**config.mk**
```make
export PLATFORM = sky130hd
export DESIGN_NAME = nonrestoring_divider_seq
export DESIGN_NICKNAME = d
export VERILOG_FILES = /design/src/rtl/nonrestoring_divider_seq.sv
export SDC_FILE = /design/constraint.sdc
export NUM_CORES = 1
export LEC_CHECK = 0
export ABC_CLOCK_PERIOD_IN_PS = 3500
export CAP_MARGIN = 10
export CORE_UTILIZATION = 35
export CTS_CLUSTER_DIAMETER = 120
export DETAILED_ROUTE_END_ITERATION = 12
export RECOVER_POWER = 100
export SLEW_MARGIN = 0
export SYNTH_ARGS = -nofsm -noshare
export SYNTH_HDL_FRONTEND = slang
export SYNTH_SLANG_ARGS = --single-unit
```
**constraint.sdc**
```tcl
create_clock -name clk -period 3.5 [get_ports clk]
set_input_delay 0.7 -clock clk [delete_from_list [all_inputs] [get_ports clk]]
set_output_delay 0.7 -clock clk [all_outputs]
set_load 0.01 [all_outputs]
```
**src/rtl/nonrestoring_divider_seq.sv**
```systemverilog
// rtl/nonrestoring_divider_seq.sv - parametrised sequential non-restoring divider with signed mode and exception flags
module nonrestoring_divider_seq #(
    parameter int WIDTH     = 16,
    parameter bit SIGNED_EN = 1'b1
) (
    input  logic             clk,
    input  logic             rst,
    input  logic             start,
    input  logic             signed_mode,
    input  logic [WIDTH-1:0] dividend,
    input  logic [WIDTH-1:0] divisor,
    output logic             ready,
    output logic             busy,
    output logic             done,
    output logic [WIDTH-1:0] quotient,
    output logic [WIDTH-1:0] remainder,
    output logic             div_by_zero,
    output logic             overflow
);

    localparam int CW = $clog2(WIDTH);
    localparam logic [WIDTH-1:0] MIN_VAL = {1'b1, {(WIDTH-1){1'b0}}};

    typedef enum logic [1:0] {IDLE, ITER, CORRECT, FINISH} state_t;

    state_t           state, state_nx;
    logic [WIDTH:0]   a_reg, m_reg;
    logic [WIDTH-1:0] q_reg;
    logic [CW-1:0]    cnt;
    logic             sign_q, sign_r;

    logic             accept, sgn, dvd_neg, dvs_neg;
    logic             exc_zero, exc_ovf, iter_last;
    logic [WIDTH-1:0] dvd_mag, dvs_mag;
    logic [WIDTH:0]   a_shift, a_step, a_fix;

    always_comb begin
        accept    = start && (state == IDLE);
        sgn       = SIGNED_EN && signed_mode;
        dvd_neg   = sgn && dividend[WIDTH-1];
        dvs_neg   = sgn && divisor[WIDTH-1];
        dvd_mag   = dvd_neg ? -dividend : dividend;
        dvs_mag   = dvs_neg ? -divisor : divisor;
        exc_zero  = (divisor == '0);
        exc_ovf   = sgn && (dividend == MIN_VAL) && (divisor == '1);
        iter_last = (cnt == CW'(WIDTH - 1));
        // Sign of the old partial remainder picks subtract or add for this step.
        a_shift   = {a_reg[WIDTH-1:0], q_reg[WIDTH-1]};
        a_step    = a_reg[WIDTH] ? (a_shift + m_reg) : (a_shift - m_reg);
        a_fix     = a_reg[WIDTH] ? (a_reg + m_reg) : a_reg;
    end

    always_ff @(posedge clk) begin
        if (rst) state <= IDLE;
        else     state <= state_nx;
    end

    always_comb begin
        state_nx = state;
        ready    = 1'b0;
        busy     = 1'b0;
        done     = 1'b0;
        case (state)
            IDLE: begin
                ready = 1'b1;
                if (start) state_nx = (exc_zero || exc_ovf) ? FINISH : ITER;
            end
            ITER: begin
                busy = 1'b1;
                if (iter_last) state_nx = CORRECT;
            end
            CORRECT: begin
                busy     = 1'b1;
                state_nx = FINISH;
            end
            FINISH: begin
                busy     = 1'b1;
                done     = 1'b1;
                state_nx = IDLE;
            end
            default: state_nx = IDLE;
        endcase
    end

    always_ff @(posedge clk) begin
        if (rst) begin
            a_reg       <= '0;
            m_reg       <= '0;
            q_reg       <= '0;
            cnt         <= '0;
            sign_q      <= 1'b0;
            sign_r      <= 1'b0;
            quotient    <= '0;
            remainder   <= '0;
            div_by_zero <= 1'b0;
            overflow    <= 1'b0;
        end else begin
            case (state)
                IDLE: begin
                    if (accept) begin
                        a_reg       <= '0;
                        q_reg       <= dvd_mag;
                        m_reg       <= {1'b0, dvs_mag};
                        cnt         <= '0;
                        sign_q      <= dvd_neg ^ dvs_neg;
                        sign_r      <= dvd_neg;
                        div_by_zero <= exc_zero;
                        overflow    <= exc_ovf;
                        // Exceptions skip iteration, so their results land now.
                        if (exc_zero) begin
                            quotient  <= '1;
                            remainder <= dividend;
                        end else if (exc_ovf) begin
                            quotient  <= dividend;
                            remainder <= '0;
                        end
                    end
                end
                ITER: begin
                    a_reg <= a_step;
                    q_reg <= {q_reg[WIDTH-2:0], ~a_step[WIDTH]};
                    cnt   <= cnt + CW'(1);
                end
                CORRECT: begin
                    quotient  <= sign_q ? -q_reg : q_reg;
                    remainder <= sign_r ? -a_fix[WIDTH-1:0] : a_fix[WIDTH-1:0];
                end
                default: ;
            endcase
        end
    end

endmodule

```
* After elaboration in Yosys (flattened, before gate mapping)
Index checks and enable logic that the tools add are counted.
** Cells by class
- Reductions and logical operators :: 15
- Add/sub/neg operators :: 8
- Equal/unequal tests :: 10
- Multiplexer cells :: 27
- Bitwise operators :: 2
** Operator list (number)
- $mux W16 :: 12
- $pmux W16 S2 :: 3
- $neg A16 Y16 :: 4
- $mux W17 :: 2
- $pmux W17 S2 :: 1
- $eq A16 B16 Y1 const B :: 2
- $add A17 B16 Y17 :: 1
- $sub A17 B16 Y17 :: 1
- $add A16 B16 Y16 :: 1
- $logic_not A16 Y1 :: 1
- $pmux W2 S4 :: 1
- $pmux W4 S2 :: 1
- $mux W2 :: 3
- $ne A2 B2 Y1 const B :: 3
- $reduce_and A2 Y1 :: 3
- $logic_and A1 B1 Y1 :: 5
- $add A4 B1 Y4 const B :: 1
- $eq A2 B2 Y1 const B :: 2
- $eq A4 B4 Y1 const B :: 1
- $mux W4 :: 1
- $reduce_bool A2 Y1 :: 2
- $mux W1 :: 3
- $ne A3 B3 Y1 const B :: 1
- $reduce_and A3 Y1 :: 1
- 6 further kinds :: 6
** Storage, ports and cells
- Logic and storage cells :: 73
- Output and inout port bits :: 37
- Bits of input ports :: 36
- Register bits :: 91

* Depth between registers and ports, before layout
- Word-level depth :: 7
- Mapped depth :: 16
- Mapped depth without buffers :: 16

* Least setup slack after synthesis
No wires, ideal clock.
- Path type :: register to register
- Start point :: register a_reg[16]
- End point :: register a_reg[15]
- Cell stages (with the launch flop) :: 16
- Buffers on the path :: 4
- Period minus slack after synthesis :: 3536 ps
- Library setup time :: 117 ps
- Data required time :: 3383 ps
- Arrival :: 3419 ps
- Path slack :: -36 ps
- Path through :: dfxtp_1 buf_2 buf_1 buf_1 clkbuf_1 a21oi_1 xor2_1 ha_1 o21a_1 o21a_1 o21ai_0 o2111ai_1 nand3_1 o21ai_0 xor2_1 a22o_1
** Between the ends
- Longest elaborated chain between the ends :: 2
** Ends and longest elaborated chain
- start, declared :: line 27 : logic [WIDTH:0] a_reg, m_reg;
- start signal, assigned :: line 120 : a_reg <= a_step;
- $mux W17 :: line 49 : a_step = a_reg[WIDTH] ? (a_shift + m_reg) : (a_shift - m_reg);
- $pmux W17 S2 :: line 98 : case (state)
Every way passes these cells.
A chain may end at the register's enable or synchronous reset.

* Worst setup path in the final report
- Start point :: input port dividend[10]
- End point :: register remainder[1]
** Between the ends
- Longest elaborated chain between the ends :: 5
** Ends and longest elaborated chain
- start, declared :: line 10 : input logic [WIDTH-1:0] dividend,
- $eq A16 B16 Y1 :: line 45 : exc_ovf = sgn && (dividend == MIN_VAL) && (divisor == '1);
- $logic_and A1 B1 Y1 (2 in series) :: line 45
- $ne A3 B3 Y1 (no source line)
- $reduce_and A3 Y1 (no source line)
- end signal, assigned :: line 112 : remainder <= dividend;
- end signal, assigned :: line 126 : remainder <= sign_r ? -a_fix[WIDTH-1:0] : a_fix[WIDTH-1:0];
- end, declared :: line 16 : output logic [WIDTH-1:0] remainder,
Every way passes these cells.

==> results.md <==
- Status: finished with violations
- Failing checks: capacitance limit, slew limit
- Max reg flops: 17
- RSZ-0062 raised after global routing: false
- Post-Syn Area: just over 7000 um2
- Final Cell Area: just under 9000 um2
- Fmax: approximately 300 MHz
- Post-Synthesis Cells: 939
- Gr ovfl total: 0
- Post-synth cell types: 73
- Final Core Density: 44.2%
- Max IR drop VDD: between 0.0005 and 0.0006 V
- Reg clk slew, reported paths: around 0.070 ns
- Hold Crit Class: reg -> reg
- Hold Crit Start: quotient[5]
- Layout area overhead: 22.7%
- IO buf count: a little over 70
- Largest net degree at the start of global routing: 42
- Startpoint types: input pin
- TritonCTS buffer count: 9
- Crit-path max FO: 12
- Clock power frac: between 10% and 20%
- Final Hold Vio Count: 0
- Synthesis-stage register bit count: between 90 and 100
- Vias in the first global route: around 6400
- R2R Path Start: m_reg[0]
- Setup violators final: 0
- Main synth FF type: dfxtp_1
- DP HPWL: 17100 um
- DRC: 0
- Multi-input logic area: about 4900 um2
- GRT Util Overall: 21.7%
- Fillcell total: between 2000 and 2500
- First-pass GRT wire length: about 35000 um
- Via/cell ratio: about 5.5
- Rows: 51
- Clock skew: about 0.010 ns
- Net count after synthesis: between 1000 and 1500
- DP Area: between 8000 and 9000 um2
- Remaining antenna violation count: 0
- Yosys warns: 0
- LEAKAGE: 3.40 nW
- TritonCTS clock tree: done
- CP required: roughly 3.7 ns
- Post-synth ARST share: 0%
- Full die area: between 20000 and 25000 um2
- I/O pin total: between 70 and 80
- EDFF count, synth: 0
- Slew margin rel.: -3.41%
- DR WL/cell: 16.8 um
- DP Worst Slack: ~0.077 ns
- Critical Path AT: 3.58 ns
- Width of the die: between 100 and 150 um
- Worst setup EP type: flip-flop
- Power per cell area: approximately 900 nW/um2
- Die height: between 100 and 150 um
- Worst Setup SP: dividend[10]
- Final Cycle Share: 95.5%
- # diodes: 0
- Initial antenna violation count: 0
- CTS root buffer: clkbuf_16
- Routability Congestion: around 0.90
- Ranking of synthesized cells by area: dfxtp_1, ha_1, xnor2_1, nor2_1, nand2_1
- Iter 0 DRT Violations: 594
- Core ar.: a little under 20000 um2
- Synth top area share: between 20% and 30%
- Post-CTS Hold Fix Bufs: 0
- Critical path class: in -> reg
- Worst-Margin Slew: between 1.5 and 2 ns
- Internal: between 4 and 5 mW
- Switching Power: between 3 and 4 mW
- Slew Limit Fails: 36
- Seq pwr share: about 22%
- Nets: roughly 1100
- Drt pass-1 iters: 5
- Post-CTS Setup Bufs: 0
- Power consumption: between 7 and 8 mW
- Setup slack after layout: between 0.15 and 0.2 ns
- Minimum clock period: ~3.3 ns
- Layout cells sized above 1: under 10%
- Sequential cell area: around 1800 um2
- Initial Util: between 30% and 40%
- Number of max-cap violations: 1
- Seq/Total Area, Yosys: between 20% and 30%
- Routed wire length: ~22000 um
- Count leader, synth: nor2_1
- Gate power share: 65.0%
- Clock Latency Late Sink: around 0.35 ns
- Total vias in the final route: roughly 7000
- Setup tns final: 0 ns
- Yosys top cell by area: dfxtp_1
- H-tree depth: 3
- Post-synthesis area per instance: ~7.5 um2
- Clock sinks: slightly above 90
- Synth top cells by count: nor2_1, nand2_1, dfxtp_1, a21oi_1, xnor2_1
- Net Sw Frac: a little under half
- Clk buf depth: 2
## final timing paths
| check | slack (ns) | to | depth (start not counted) |
|---|---|---|---|
| hold reg to reg | 0.45 | quotient[5] | 2 |
| setup reg to reg | 0.21 | remainder[15] | 12 |
| setup / recovery | 0.16 | remainder[1] | 9 |
| hold / removal | 0.45 | quotient[5] | 2 |
## worst max-delay path, stage by stage
cell	delay, ns
clkdlybuf4s50_1	0.47
or4_1	0.62
nor4_1	0.40
nand2b_1	0.18
o21a_1	0.29
a21o_1	0.28
clkbuf_2	0.24
a221oi_1	0.31
nor3_1	0.07
## through the flow
stage / cells / hold slack, ns
floorplan: 939 / 0.464
global placement: 1289 / 0.443
detailed placement: 1289 / 0.444
CTS: 1305 / 0.455
global route: 1305 / 0.470
finish: 1305 / 0.450
## per-layer routing
| layer | part of all wire, % | track usage (%) | up-vias |
|---|---|---|---|
| li1 | - | - | 3600 |
| met1 | 51 | 33.7 | 3350 |
| met2 | 43 | 31.4 | 214 |
| met3 | 5.4 | 2.55 | 11 |
| met4 | 0.68 | 4.32 | 0 |
| met5 | 0 | 0 | - |
## repair_timing
action                                  in CTS  in global routing
endpoints found under the setup margin       0                  2
hold endpoints to repair                     0                  0
resized for setup                            0                  2
## cells by family after synthesis
group | Yosys count | synth area share (%)
mux | 17 | 2.42
simple gates | 351 | 22.9
buf+inv | 77 | 4.52
compound gates | 273 | 25.8
fa+ha+maj | 45 | 8.16
flops | 91 | 25.7
xor+xnor | 85 | 10.5
## final cells by class
class | instances | area share (%)
Multi-Input combinational cell | 771 | 56.8
Sequential cell | 91 | 21.0
Timing Repair Buffer | 140 | 14.1
Tap cell | 265 | 3.82
Clock buffer | 10 | 2.75
Inverter | 22 | 0.950
Clock inverter | 6 | 0.634
## power groups by stage
stage | Clock (mW) | Sequential, mW | Combinational [mW]
finish | 0.987 | 1.76 | 5.09
global route | 1.05 | 1.81 | 5.65
CTS | 1.00 | 1.76 | 5.16
detailed placement | 0 | 1.78 | 5.12
global placement | 0 | 1.78 | 5.09
floorplan | 0 | 1.73 | 3.54
## layout by cell type (no fill, tap or decap), types with 11 or more instances in the layout
master / n
xor2_1: 32
a211oi_1: 26
nor2_1: 116
ha_1: 43
nand2_1: 112
a21o_1: 13
mux2i_1: 16
dlygate4sd3_1: 38
nand3_1: 21
a22oi_1: 23
inv_1: 21
or3_1: 11
o221ai_1: 14
nor3_1: 31
a21oi_1: 80
buf_4: 59
o21ai_0: 43
clkdlybuf4s50_1: 33
dfxtp_1: 91
xnor2_1: 53
Power figures use the tool's default switching activity.
